## src/rtl/add_sub_reservation_station.sv

```systemverilog
// rtl/add_sub_reservation_station.sv - reservation station feeding the add/sub execution unit
package add_sub_rs_pkg;
    typedef struct packed {
        logic subtract;
        logic carry_en;
        logic record_ca;
    } add_sub_decode_t;
endpackage

module add_sub_reservation_station
    import add_sub_rs_pkg::*;
#(
    parameter int RS_ENTRIES  = 4,
    parameter int RS_ID_WIDTH = 5,
    parameter int RS_OFFSET   = 0
) (
    input  logic                   clk,
    input  logic                   rst,
    input  logic                   dispatch_valid,
    output logic                   dispatch_ready,
    input  logic [31:0]            op1_in,
    input  logic [31:0]            op2_in,
    input  logic                   op1_valid,
    input  logic                   op2_valid,
    input  logic [RS_ID_WIDTH-1:0] op1_tag,
    input  logic [RS_ID_WIDTH-1:0] op2_tag,
    input  logic                   carry_in,
    input  logic                   carry_valid,
    input  logic [RS_ID_WIDTH-1:0] carry_tag,
    input  add_sub_decode_t        control_in,
    input  logic [4:0]             result_reg_addr_in,
    input  logic                   cdb_valid,
    input  logic [RS_ID_WIDTH-1:0] cdb_rs_id,
    input  logic [31:0]            cdb_result,
    input  logic                   cdb_ca,
    output logic                   issue_valid,
    input  logic                   issue_ready,
    output logic [RS_ID_WIDTH-1:0] rs_id_out,
    output logic [4:0]             result_reg_addr_out,
    output logic [31:0]            op1,
    output logic [31:0]            op2,
    output logic                   carry_out,
    output add_sub_decode_t        control_out
);

    localparam int IDX_W = (RS_ENTRIES > 1) ? $clog2(RS_ENTRIES) : 1;

    logic [RS_ENTRIES-1:0]  busy;
    logic [RS_ENTRIES-1:0]  op1_vld;
    logic [RS_ENTRIES-1:0]  op2_vld;
    logic [RS_ENTRIES-1:0]  ca_vld;
    logic [RS_ENTRIES-1:0]  ca_val;
    logic [31:0]            op1_val [RS_ENTRIES];
    logic [31:0]            op2_val [RS_ENTRIES];
    logic [RS_ID_WIDTH-1:0] op1_tg  [RS_ENTRIES];
    logic [RS_ID_WIDTH-1:0] op2_tg  [RS_ENTRIES];
    logic [RS_ID_WIDTH-1:0] ca_tg   [RS_ENTRIES];
    add_sub_decode_t        ctrl    [RS_ENTRIES];
    logic [4:0]             rd      [RS_ENTRIES];

    logic [RS_ENTRIES-1:0] ready;
    logic [IDX_W-1:0]      alloc_idx;
    logic [IDX_W-1:0]      issue_idx;
    logic                  dispatch_fire;
    logic                  issue_fire;
    logic                  fwd_op1;
    logic                  fwd_op2;
    logic                  fwd_ca;

    assign ready          = busy & op1_vld & op2_vld & ca_vld;
    assign dispatch_ready = |(~busy);
    assign issue_valid    = |ready;
    assign dispatch_fire  = dispatch_valid & dispatch_ready;
    assign issue_fire     = issue_valid & issue_ready;

    // Operands arriving on the CDB in the dispatch cycle are captured directly.
    assign fwd_op1 = !op1_valid   && cdb_valid && (cdb_rs_id == op1_tag);
    assign fwd_op2 = !op2_valid   && cdb_valid && (cdb_rs_id == op2_tag);
    assign fwd_ca  = !carry_valid && cdb_valid && (cdb_rs_id == carry_tag);

    // Descending scan so the lowest index wins for both allocation and issue.
    always_comb begin
        alloc_idx = '0;
        issue_idx = '0;
        for (int i = RS_ENTRIES - 1; i >= 0; i--) begin
            if (!busy[i]) alloc_idx = IDX_W'(i);
            if (ready[i]) issue_idx = IDX_W'(i);
        end
    end

    always_ff @(posedge clk) begin
        if (!rst) begin
            busy    <= '0;
            op1_vld <= '0;
            op2_vld <= '0;
            ca_vld  <= '0;
            ca_val  <= '0;
            for (int i = 0; i < RS_ENTRIES; i++) begin
                op1_val[i] <= '0;
                op2_val[i] <= '0;
                op1_tg[i]  <= '0;
                op2_tg[i]  <= '0;
                ca_tg[i]   <= '0;
                ctrl[i]    <= '0;
                rd[i]      <= '0;
            end
        end else begin
            for (int i = 0; i < RS_ENTRIES; i++) begin
                if (issue_fire && issue_idx == IDX_W'(i)) busy[i] <= 1'b0;

                if (busy[i] && cdb_valid) begin
                    if (!op1_vld[i] && op1_tg[i] == cdb_rs_id) begin
                        op1_val[i] <= cdb_result;
                        op1_vld[i] <= 1'b1;
                    end
                    if (!op2_vld[i] && op2_tg[i] == cdb_rs_id) begin
                        op2_val[i] <= cdb_result;
                        op2_vld[i] <= 1'b1;
                    end
                    if (!ca_vld[i] && ca_tg[i] == cdb_rs_id) begin
                        ca_val[i] <= cdb_ca;
                        ca_vld[i] <= 1'b1;
                    end
                end

                // The allocated entry was free, so it never collides with the snoop above.
                if (dispatch_fire && alloc_idx == IDX_W'(i)) begin
                    busy[i]    <= 1'b1;
                    op1_val[i] <= op1_valid   ? op1_in   : cdb_result;
                    op2_val[i] <= op2_valid   ? op2_in   : cdb_result;
                    ca_val[i]  <= carry_valid ? carry_in : cdb_ca;
                    op1_vld[i] <= op1_valid   | fwd_op1;
                    op2_vld[i] <= op2_valid   | fwd_op2;
                    ca_vld[i]  <= carry_valid | fwd_ca;
                    op1_tg[i]  <= op1_tag;
                    op2_tg[i]  <= op2_tag;
                    ca_tg[i]   <= carry_tag;
                    ctrl[i]    <= control_in;
                    rd[i]      <= result_reg_addr_in;
                end
            end
        end
    end

    always_comb begin
        rs_id_out           = '0;
        result_reg_addr_out = '0;
        op1                 = '0;
        op2                 = '0;
        carry_out           = 1'b0;
        control_out         = '0;
        if (issue_valid) begin
            rs_id_out           = RS_ID_WIDTH'(RS_OFFSET) + RS_ID_WIDTH'(issue_idx);
            result_reg_addr_out = rd[issue_idx];
            op1                 = op1_val[issue_idx];
            op2                 = op2_val[issue_idx];
            carry_out           = ca_val[issue_idx];
            control_out         = ctrl[issue_idx];
        end
    end

endmodule

```

## config.mk

```make
export PLATFORM = sky130hd
export DESIGN_NAME = add_sub_reservation_station
export DESIGN_NICKNAME = d
export VERILOG_FILES = /design/src/rtl/add_sub_reservation_station.sv
export SDC_FILE = /design/constraint.sdc
export NUM_CORES = 1
export LEC_CHECK = 0
export BUFFER_PORTS_ARGS = -buffer_cell sky130_fd_sc_hd__buf_2
export CORE_MARGIN = 2
export CORE_UTILIZATION = 30
export CTS_CLUSTER_DIAMETER = 200
export DETAILED_ROUTE_END_ITERATION = 8
export GPL_TIMING_DRIVEN = 0
export PLACE_DENSITY = 0.58
export SLEW_MARGIN = 10
export SYNTH_ARGS = -nofsm -noshare
export SYNTH_HDL_FRONTEND = slang
export SYNTH_SLANG_ARGS = --single-unit
```

## constraint.sdc

```tcl
create_clock -name clk -period 5.8 [get_ports clk]
set_clock_uncertainty 0.05 [all_clocks]
set_input_delay 0.58 -clock clk [delete_from_list [all_inputs] [get_ports clk]]
set_output_delay 0.58 -clock clk [all_outputs]
set_load 0.02 [all_outputs]
```

Yosys cells after proc, flatten, opt, wreduce, memory -nomap -nowiden
Memories as Yosys holds them, arrays and structs flattened.
Index checks and enable logic that the tools add are counted.
- word-level logic and storage cells: 331
- bits of input ports: 134
- flip-flop bits (word level): 20
- RAM bits: 348
- output and inout bits: 80
- memories kept: 7
- memories (memory ; words ; bits a word ; rd ports ; clocked after Yosys merged registers in ; write ports ; RTL line ; RTL):
    op1_val ; 4 ; 32 ; 1 ; 0 ; 4 ; 53 ; logic [31:0] op1_val [RS_ENTRIES];
    op2_val ; 4 ; 32 ; 1 ; 0 ; 4 ; 54 ; logic [31:0] op2_val [RS_ENTRIES];
    ca_tg ; 4 ; 5 ; 4 ; 0 ; 4 ; 57 ; logic [RS_ID_WIDTH-1:0] ca_tg [RS_ENTRIES];
    op1_tg ; 4 ; 5 ; 4 ; 0 ; 4 ; 55 ; logic [RS_ID_WIDTH-1:0] op1_tg [RS_ENTRIES];
    op2_tg ; 4 ; 5 ; 4 ; 0 ; 4 ; 56 ; logic [RS_ID_WIDTH-1:0] op2_tg [RS_ENTRIES];
    rd ; 4 ; 5 ; 1 ; 0 ; 4 ; 59 ; logic [4:0] rd [RS_ENTRIES];
    +1 memories ; - ; - ; - ; - ; - ; - ;
- reductions and logical operators: 81
- order comparisons: 1
- bitwise logic cells: 45
- multiplexer cells: 156
- eq/ne operators: 21
- operators with widths (kind ; count):
    2-to-1 mux 32 bit ; 20
    2-to-1 mux 1 bit ; 104
    2-to-1 mux 5 bit ; 17
    equality test 5 bit ; 15
    nonzero test 2 bit ; 20
    bitwise OR 1 bit ; 39
    logical AND 1 bit ; 30
    AND reduction 2 bit ; 12
    2-to-1 mux 2 bit ; 9
    logical NOT 1 bit ; 15
    2-to-1 mux 3 bit ; 5
    bitwise AND 4 bit ; 3
    equality test 2 bit, second input constant ; 4
    OR reduction 4 bit ; 2
    equality test 2 x 1 -> 1 bit, second input constant ; 2
    logical NOT 2 bit ; 2
    inverter 4 bit ; 1
    less-than comparator 2 x 3 -> 1 bit, second input constant ; 1
    bitwise AND 1 bit ; 2
    binary-select mux 1 bit (select 2 bit) ; 1

Logic depth before layout (Yosys ltp)
Gate-level depths: netlist (run 1).
- word-level depth: 11
- mapped depth: 7
- mapped depth without buffers: 5

Least setup slack after synthesis (run 1)
No wires, ideal clock.
- kind: input to register
- from: input port cdb_rs_id[1]
- to: memory op2_val[1][0] (enable)
- buffers on the path: 1
- data required time: 5217 ps
- setup slack: 161 ps
- setup time: 533 ps
- arrival: 5055 ps
- cell stages on the path: 4
- path through: buf_6 xor2_1 or3_4 o311ai_0
- RTL lines (element ; RTL line ; RTL):
    start, declared ; 33 ; input logic [RS_ID_WIDTH-1:0] cdb_rs_id,
    end, declared ; 54 ;

Worst setup path in the final report (run 1)
- from: register busy[2]
- to: output port op1[6]
- cells in the longest elaborated chain, start to end: 8
- elaborated cells on any way between the ends: 9
- those cells by class: mux: 4; bitwise: 3; reduce/logical: 1; memory: 1
- ends and longest elaborated chain (element ; RTL line ; RTL):
    start, declared ; 48 ; logic [RS_ENTRIES-1:0] busy;
    start signal, assigned ; 93 ; busy <= '0;
    start signal, assigned by index ; 109 ; if (issue_fire && issue_idx == IDX_W'(i)) busy[i] <= 1'b0;
    start signal, assigned by index ; 128 ; busy[i] <= 1'b1;
    bitwise AND 4 bit * (3 in series) ; 70 ; assign ready = busy & op1_vld & op2_vld & ca_vld;
    2-to-1 mux 2 bit (3 in series) ; 87 ; if (ready[i]) issue_idx = IDX_W'(i);
    memory (4 x 32 bit) ; - ;
    2-to-1 mux 32 bit * ; 152 ; if (issue_valid) begin
    end, declared ; 40 ; output logic [31:0] op1,
Every way passes the cells marked *; elsewhere a longest branch is shown, timed or not.

==> results of run 1 <==
-- cell usage after synthesis, drive strengths merged, types with 28 or more instances --
library cell | n | area (um^2)
a22oi | 146 | 1100
clkbuf | 96 | 392
a21oi | 42 | 210
and2 | 51 | 319
edfxtp | 348 | 10500
xnor2 | 47 | 412
o21ai | 82 | 410
xor2 | 28 | 245
a22o | 219 | 1920
buf | 76 | 423
and3 | 50 | 313
mux2i | 33 | 330
-- state kept, by name, summed over array words and instances, names as in the netlist --
name and flops:
ctrl 12, op1_vld 4, op1_val 128, op2_val 128, busy 4, ca_tg 20, rd 20, op2_vld 4
op2_tg 20, op1_tg 20, ca_vld 4, ca_val 4
-- cells in the final DEF, fill, tap and decap left out, types with 28 or more instances in the layout --
cell       count
and2_1        51
mux2i_1       33
o21ai_0       81
clkbuf_1      75
edfxtp_1     348
xor2_1        28
and3_1        50
buf_2        213
a21oi_1       42
a22oi_1      146
a22o_1       219
clkbuf_16     43
xnor2_1       47
-- report_power, final --
part / total (uW) / leakage, uW / internal [uW] / switching (uW)
Sequential: 3100 / 0.00381 / 3060 / 46.6
Clock: 2680 / 0.000669 / 1580 / 1100
Combinational: 449 / 0.00379 / 148 / 301
Total: 6230 / 0.00827 / 4780 / 1440
-- per-stage QoR --
stage	hold WS, ns	cell area, um^2	util, %	TNS [ns]
after floorplan	0.416	18000	-	0
after global placement	0.428	19800	33.6	-236.41
after detailed placement	0.441	20100	34.0	0
after CTS	0.179	21500	36.3	0
after global routing	0.196	21500	36.4	0
final	0.210	21500	36.4	0
-- routing by layer --
metal	vias up	GRT usage [%]	routed length, um
met4	18	7.12	2050
met5	-	0	105
met3	135	4.63	5420
li1	6022	-	-
met1	6875	26.3	26300
met2	657	33.7	31200
-- kinds of logic after synthesis --
| group | synth area share (%) |
|---|---|
| flip-flops | 60.3 |
| other | 0.0208 |
| AO/OA/AOI/OAI | 22.7 |
| XOR/XNOR | 3.65 |
| buffers and inverters | 4.65 |
| multiplexers | 1.83 |
| AND/OR/NAND/NOR | 6.88 |
-- worst max-delay path, delay by kind of cell, from the launching register on --
kind                   cells  cell delay, ns
AND/OR/NAND/NOR            1            0.25
AO/OA/AOI/OAI              2            0.55
buffers and inverters      4            1.84
flip-flops                 1            0.40
-- final timing paths --
| check | slack [ns] | cells past startpoint | end |
|---|---|---|---|
| worst max-delay path | 1.57 | 7 | op1[6] |
| worst min-delay path | 0.21 | 2 | busy[0] |
| worst max register to register | 2.70 | 6 | op1_val[2][10] |
| worst min register to register | 0.45 | 2 | ca_val[1] |
-- area by class of cell --
class,instances,share of cell area [%]
diodes,11,0.128
inverters,6,0.105
clock inverters,22,1.02
flip-flops and latches,368,50.4
plain buffers,172,3.79
clock buffers,51,5.33
multi-input cells,851,29.7
repair buffers,188,5.05
well taps,773,4.50
==> metrics.md, run 1 <==
| Metric | Value |
|---|---|
| Status | complete, no violations |
| Static leakage | 0.00827 uW |
| Core area | 0.0591 mm^2 |
| DP HPWL | 45,500 um |
| IO Count | 214 |
| Nets | 1,762 |
| TritonRoute pass-1 iters | 5 |
| Critical path startpoint category | flop |
| Critical Path AT | 3.60 ns |
| DR WL/cell | 26.6 um |
| Antenna Violating Nets Remaining | 0 |
| Final worst-path cycle share | 73.0% |
| GRT Util Overall | 20.4% |
| Port Buffer Count | 172 |
| Syn. warnings | 0 |
| Largest stage delay, worst path | 0.78 ns |
| GRT overflow | 0 |
| Async SR Flop Fraction | 0% |
| Worst setup margin | 1.57 ns |
| Filler instances | 5,746 |
| FP Rows | 89 |
| DRC violations left | 0 |
| Post-synth EDFFs | 348 |
| Gate Count Post-Synth | 1,395 |
| Req. time, crit path | 5.17 ns |
| Clock sink count | 368 |
| Min-delay src | issue_ready |
| Cells along the critical path | and4_1 > clkbuf_1 > o211ai_1 > clkbuf_1 > clkbuf_1 > o21ai_0 > buf_2 |
| Layout cell share with drive strength beyond 1 | 21.8% |
| Area Overhead vs Synth | 19.5% |
| Die width | 249 um |
| Clock transition at the registers of the reported paths | 0.06 ns |
| Pin count of the biggest net entering global routing | 26 |
| Clk root buf | clkbuf_16 |
| Sequential share of the synthesized area | 60.3% |
| Min Clock Period, post-route | 4.23 ns |
| Post-CTS setup buffers | 0 |
| Slowest-stage cell, CP | clkbuf_1 |
| Unique masters post-synth | 51 |
| Slew headroom | 26.6% |
| Die height | 249 um |
| Worst setup path category | flop to output port |
| Area of the multi-input gates | 0.00638 mm^2 |
| Max VDD drop | 212 uV |
| Crit path capture type | output port |
| Die ar. | 0.0620 mm^2 |
| Cell Area, Synth | 0.0180 mm^2 |
| Vias in the first global route | 13,700 |
| CTS Buffer Depth | 3 |
| CTS tree | built |
| Antenna violations before repair | 19 |
| Post-layout total power | 6230 uW |
| H-tree Lvls | 2 |
| Syn_area_per_cell | 12.9 um^2 |
| Slew @ Worst Pin | 1.09 ns |
| Dpl cells | 2,358 |
| Initial Util | 30.5% |
| Fin. Hold Viols | 0 |
| Vias per Instance | 5.61 |
| Synth Flop Type | edfxtp_1 |
| Via count | 13,700 |
| First-pass GRT wire length | 93,800 um |
| RSZ-0062 raised after global routing | no |
| Worst Path Max Fanout | 10 |
| Worst slack, placed | 2.02 ns |
| CTS Buf Count | 41 |
| Setup violations, final | 0 |
| Reg2reg start | busy[0] |
| Hold WC Path Type | input pin to flop |
| CTS resizes | 0 |
| GPL Wtd Cong | 0.901 |
| Hold-fix buffers, CTS | 0 |
| Critical path launch point | busy[2] |
| P per Cell Area | 290 mW/mm^2 |
| FF/Latch Area | 0.0109 mm^2 |
| Total wire length | 65,000 um |
| FMAX | 236 MHz |
| Max-slew violations | 0 |
| Non-filler cells, final | 2,442 |
| Worst skew pair latency | 0.56 ns |
| #FFs+latches synth | 368 |
| Total of max-cap violations | 0 |
| Top cell by count, worst path | clkbuf_1 |
| Starting DRC count in detailed routing | 1,399 |
Note: power is estimated with default switching activity, not from simulation.
==> run 2: changes to the inputs <==
==> constraint.sdc (replaced) <==
create_clock -name clk -period 3.57 [get_ports clk]
set_clock_uncertainty 0.05 [all_clocks]
set_input_delay 0.357 -clock clk [delete_from_list [all_inputs] [get_ports clk]]
set_output_delay 0.357 -clock clk [all_outputs]
set_load 0.02 [all_outputs]
==> metrics.md, run 2 (synthesized netlist as in run 1, its figures left out) <==
| Metric | Value |
|---|---|
| Worst skew pair latency | 0.57 ns |
| Min Clock Period, post-route | 3.57 ns |
| Hold WS | 0.0142 ns |
| Filler instances | 5,776 |
| Core area | 0.0591 mm^2 |
| Worst Path Max Fanout | 10 |
| Most common cell after layout, fill and taps aside | edfxtp_1 |
| Clk root buf | clkbuf_16 |
| FMAX | 280 MHz |
| DP Area | 0.0201 mm^2 |
| Most frequent cells in the layout | 348 x edfxtp_1, 222 x buf_2, 219 x a22o_1 |
| Crit path capture type | output port |
| CTS tree | built |
| TritonRoute pass-1 iters | 6 |
| Hold WC Path Type | input pin to flop |
| Max VDD drop | 261 uV |
| Die ar. | 0.0620 mm^2 |
| Antenna Violating Nets Remaining | 0 |
| GRT Util Overall | 20.2% |
| Max-slew violations | 0 |
| Final worst-path cycle share | 100% |
| Nets | 1,757 |
| Worst slack, placed | 0.0758 ns |
| Post-layout total power | 9950 uW |
| DP HPWL | 45,900 um |
| Setup violations, final | 1 |
| Via count | 13,700 |
| Status | finished with violations |
| Clock transition at the registers of the reported paths | 0.06 ns |
| Failing checks | setup timing |
| Die width | 249 um |
| Slew @ Worst Pin | 1.17 ns |
| Setup TNS Final | -0.00455 ns |
| Total wire length | 64,600 um |
| Pin count of the biggest net entering global routing | 26 |
| Die height | 249 um |
| Initial Util | 30.5% |
| Antenna violations before repair | 21 |
| CTS Buf Count | 41 |
| Port Buffer Count | 172 |
| CTS Buffer Depth | 3 |
| Vias in the first global route | 13,600 |
| Worst setup path category | flop to output port |
| Final Cell Area | 0.0215 mm^2 |
| Clock sink count | 368 |
| P per Cell Area | 463 mW/mm^2 |
| Fin. Hold Viols | 0 |
| GRT overflow | 0 |
| Critical Path AT | 3.17 ns |
| Post-CTS setup buffers | 0 |
| Critical path startpoint category | flop |
| Worst setup margin | -0.00455 ns |
| FP Rows | 89 |
| First-pass GRT wire length | 92,700 um |
| RSZ-0062 raised after global routing | yes |
| Area Overhead vs Synth | 19.3% |
| DR WL/cell | 26.5 um |
| Vias per Instance | 5.64 |
| H-tree Lvls | 2 |
| Biggest regs | op1_val (128), op2_val (128) |
| Slew headroom | 22.0% |
| Total of max-cap violations | 0 |
| IO Count | 214 |
| Starting DRC count in detailed routing | 1,333 |
| Static leakage | 0.00834 uW |
| DRC violations left | 0 |
| Req. time, crit path | 3.16 ns |
| Layout cell share with drive strength beyond 1 | 22.8% |
| GPL Wtd Cong | 0.882 |
-- run 2: cell count changes in the layout (fill, tap and decap cells not counted), moves of 9 or more --
cell / before / now
buf_2: 213 / 222
clkbuf_2: 25 / 40
buf_1: 19 / 8
clkbuf_1: 75 / 66
o21ai_1: 0 / 12
o21ai_0: 81 / 66
-- run 2: final timing paths --
kind	startpoint	endpoint	slack [ns]	cells after the start
hold reg to reg	ca_val[1]	ca_val[1]	0.47	2
setup / recovery	busy[2]	op2[4]	-0.005	6
hold / removal	issue_ready	busy[0]	0.01	2
setup reg to reg	busy[0]	op1_val[2][13]	0.27	6
-- run 2: report_power, final --
part	leakage (uW)	switching [uW]	internal [uW]
Sequential	0.00381	74.2	4970
Clock	0.000642	1790	2390
Combinational	0.00388	492	240
-- run 2: metal layers --
metal / GRT usage, % / vias up / part of all wire, %
met4: 6.20 / 26 / 2.9
met2: 33.8 / 675 / 48
met5: 0 / - / 0.23
met3: 4.63 / 147 / 9.1
met1: 26.0 / 6882 / 40
li1: - / 5994 / -
-- run 2: layout make-up --
| cell class | instances | area (um^2) | area share, % |
|---|---|---|---|
| well taps | 773 | 967 | 4.50 |
| diodes | 7 | 17.5 | 0.0815 |
| inverters | 6 | 26.3 | 0.122 |
| repair buffers | 183 | 1080 | 5.01 |
| flip-flops and latches | 368 | 10900 | 50.5 |
| multi-input cells | 851 | 6410 | 29.8 |
| clock buffers | 54 | 1140 | 5.29 |
| plain buffers | 172 | 848 | 3.95 |
| clock inverters | 21 | 154 | 0.716 |
-- run 2: worst max-delay path: stages (launching register included) --
cell and delay [ns]:
dfxtp_1 0.52, and4_1 0.28, clkbuf_1 0.24, clkbuf_1 0.54, a22oi_1 0.19, o21ai_0 0.54, buf_2 0.28
-- run 2: stage by stage --
| stage | util (%) | cells |
|---|---|---|
| after floorplan | - | 1397 |
| after global placement | 33.6 | 2342 |
| after detailed placement | 34.0 | 2353 |
| after CTS | 36.3 | 2428 |
| after global routing | 36.3 | 2431 |
| final | 36.3 | 2435 |
-- run 2: repair_timing --
action,4_1_cts,5_1_grt
gates resized for setup,24,32
hold buffers,0,0
gates cloned,0,0
setup endpoints to repair,60,100
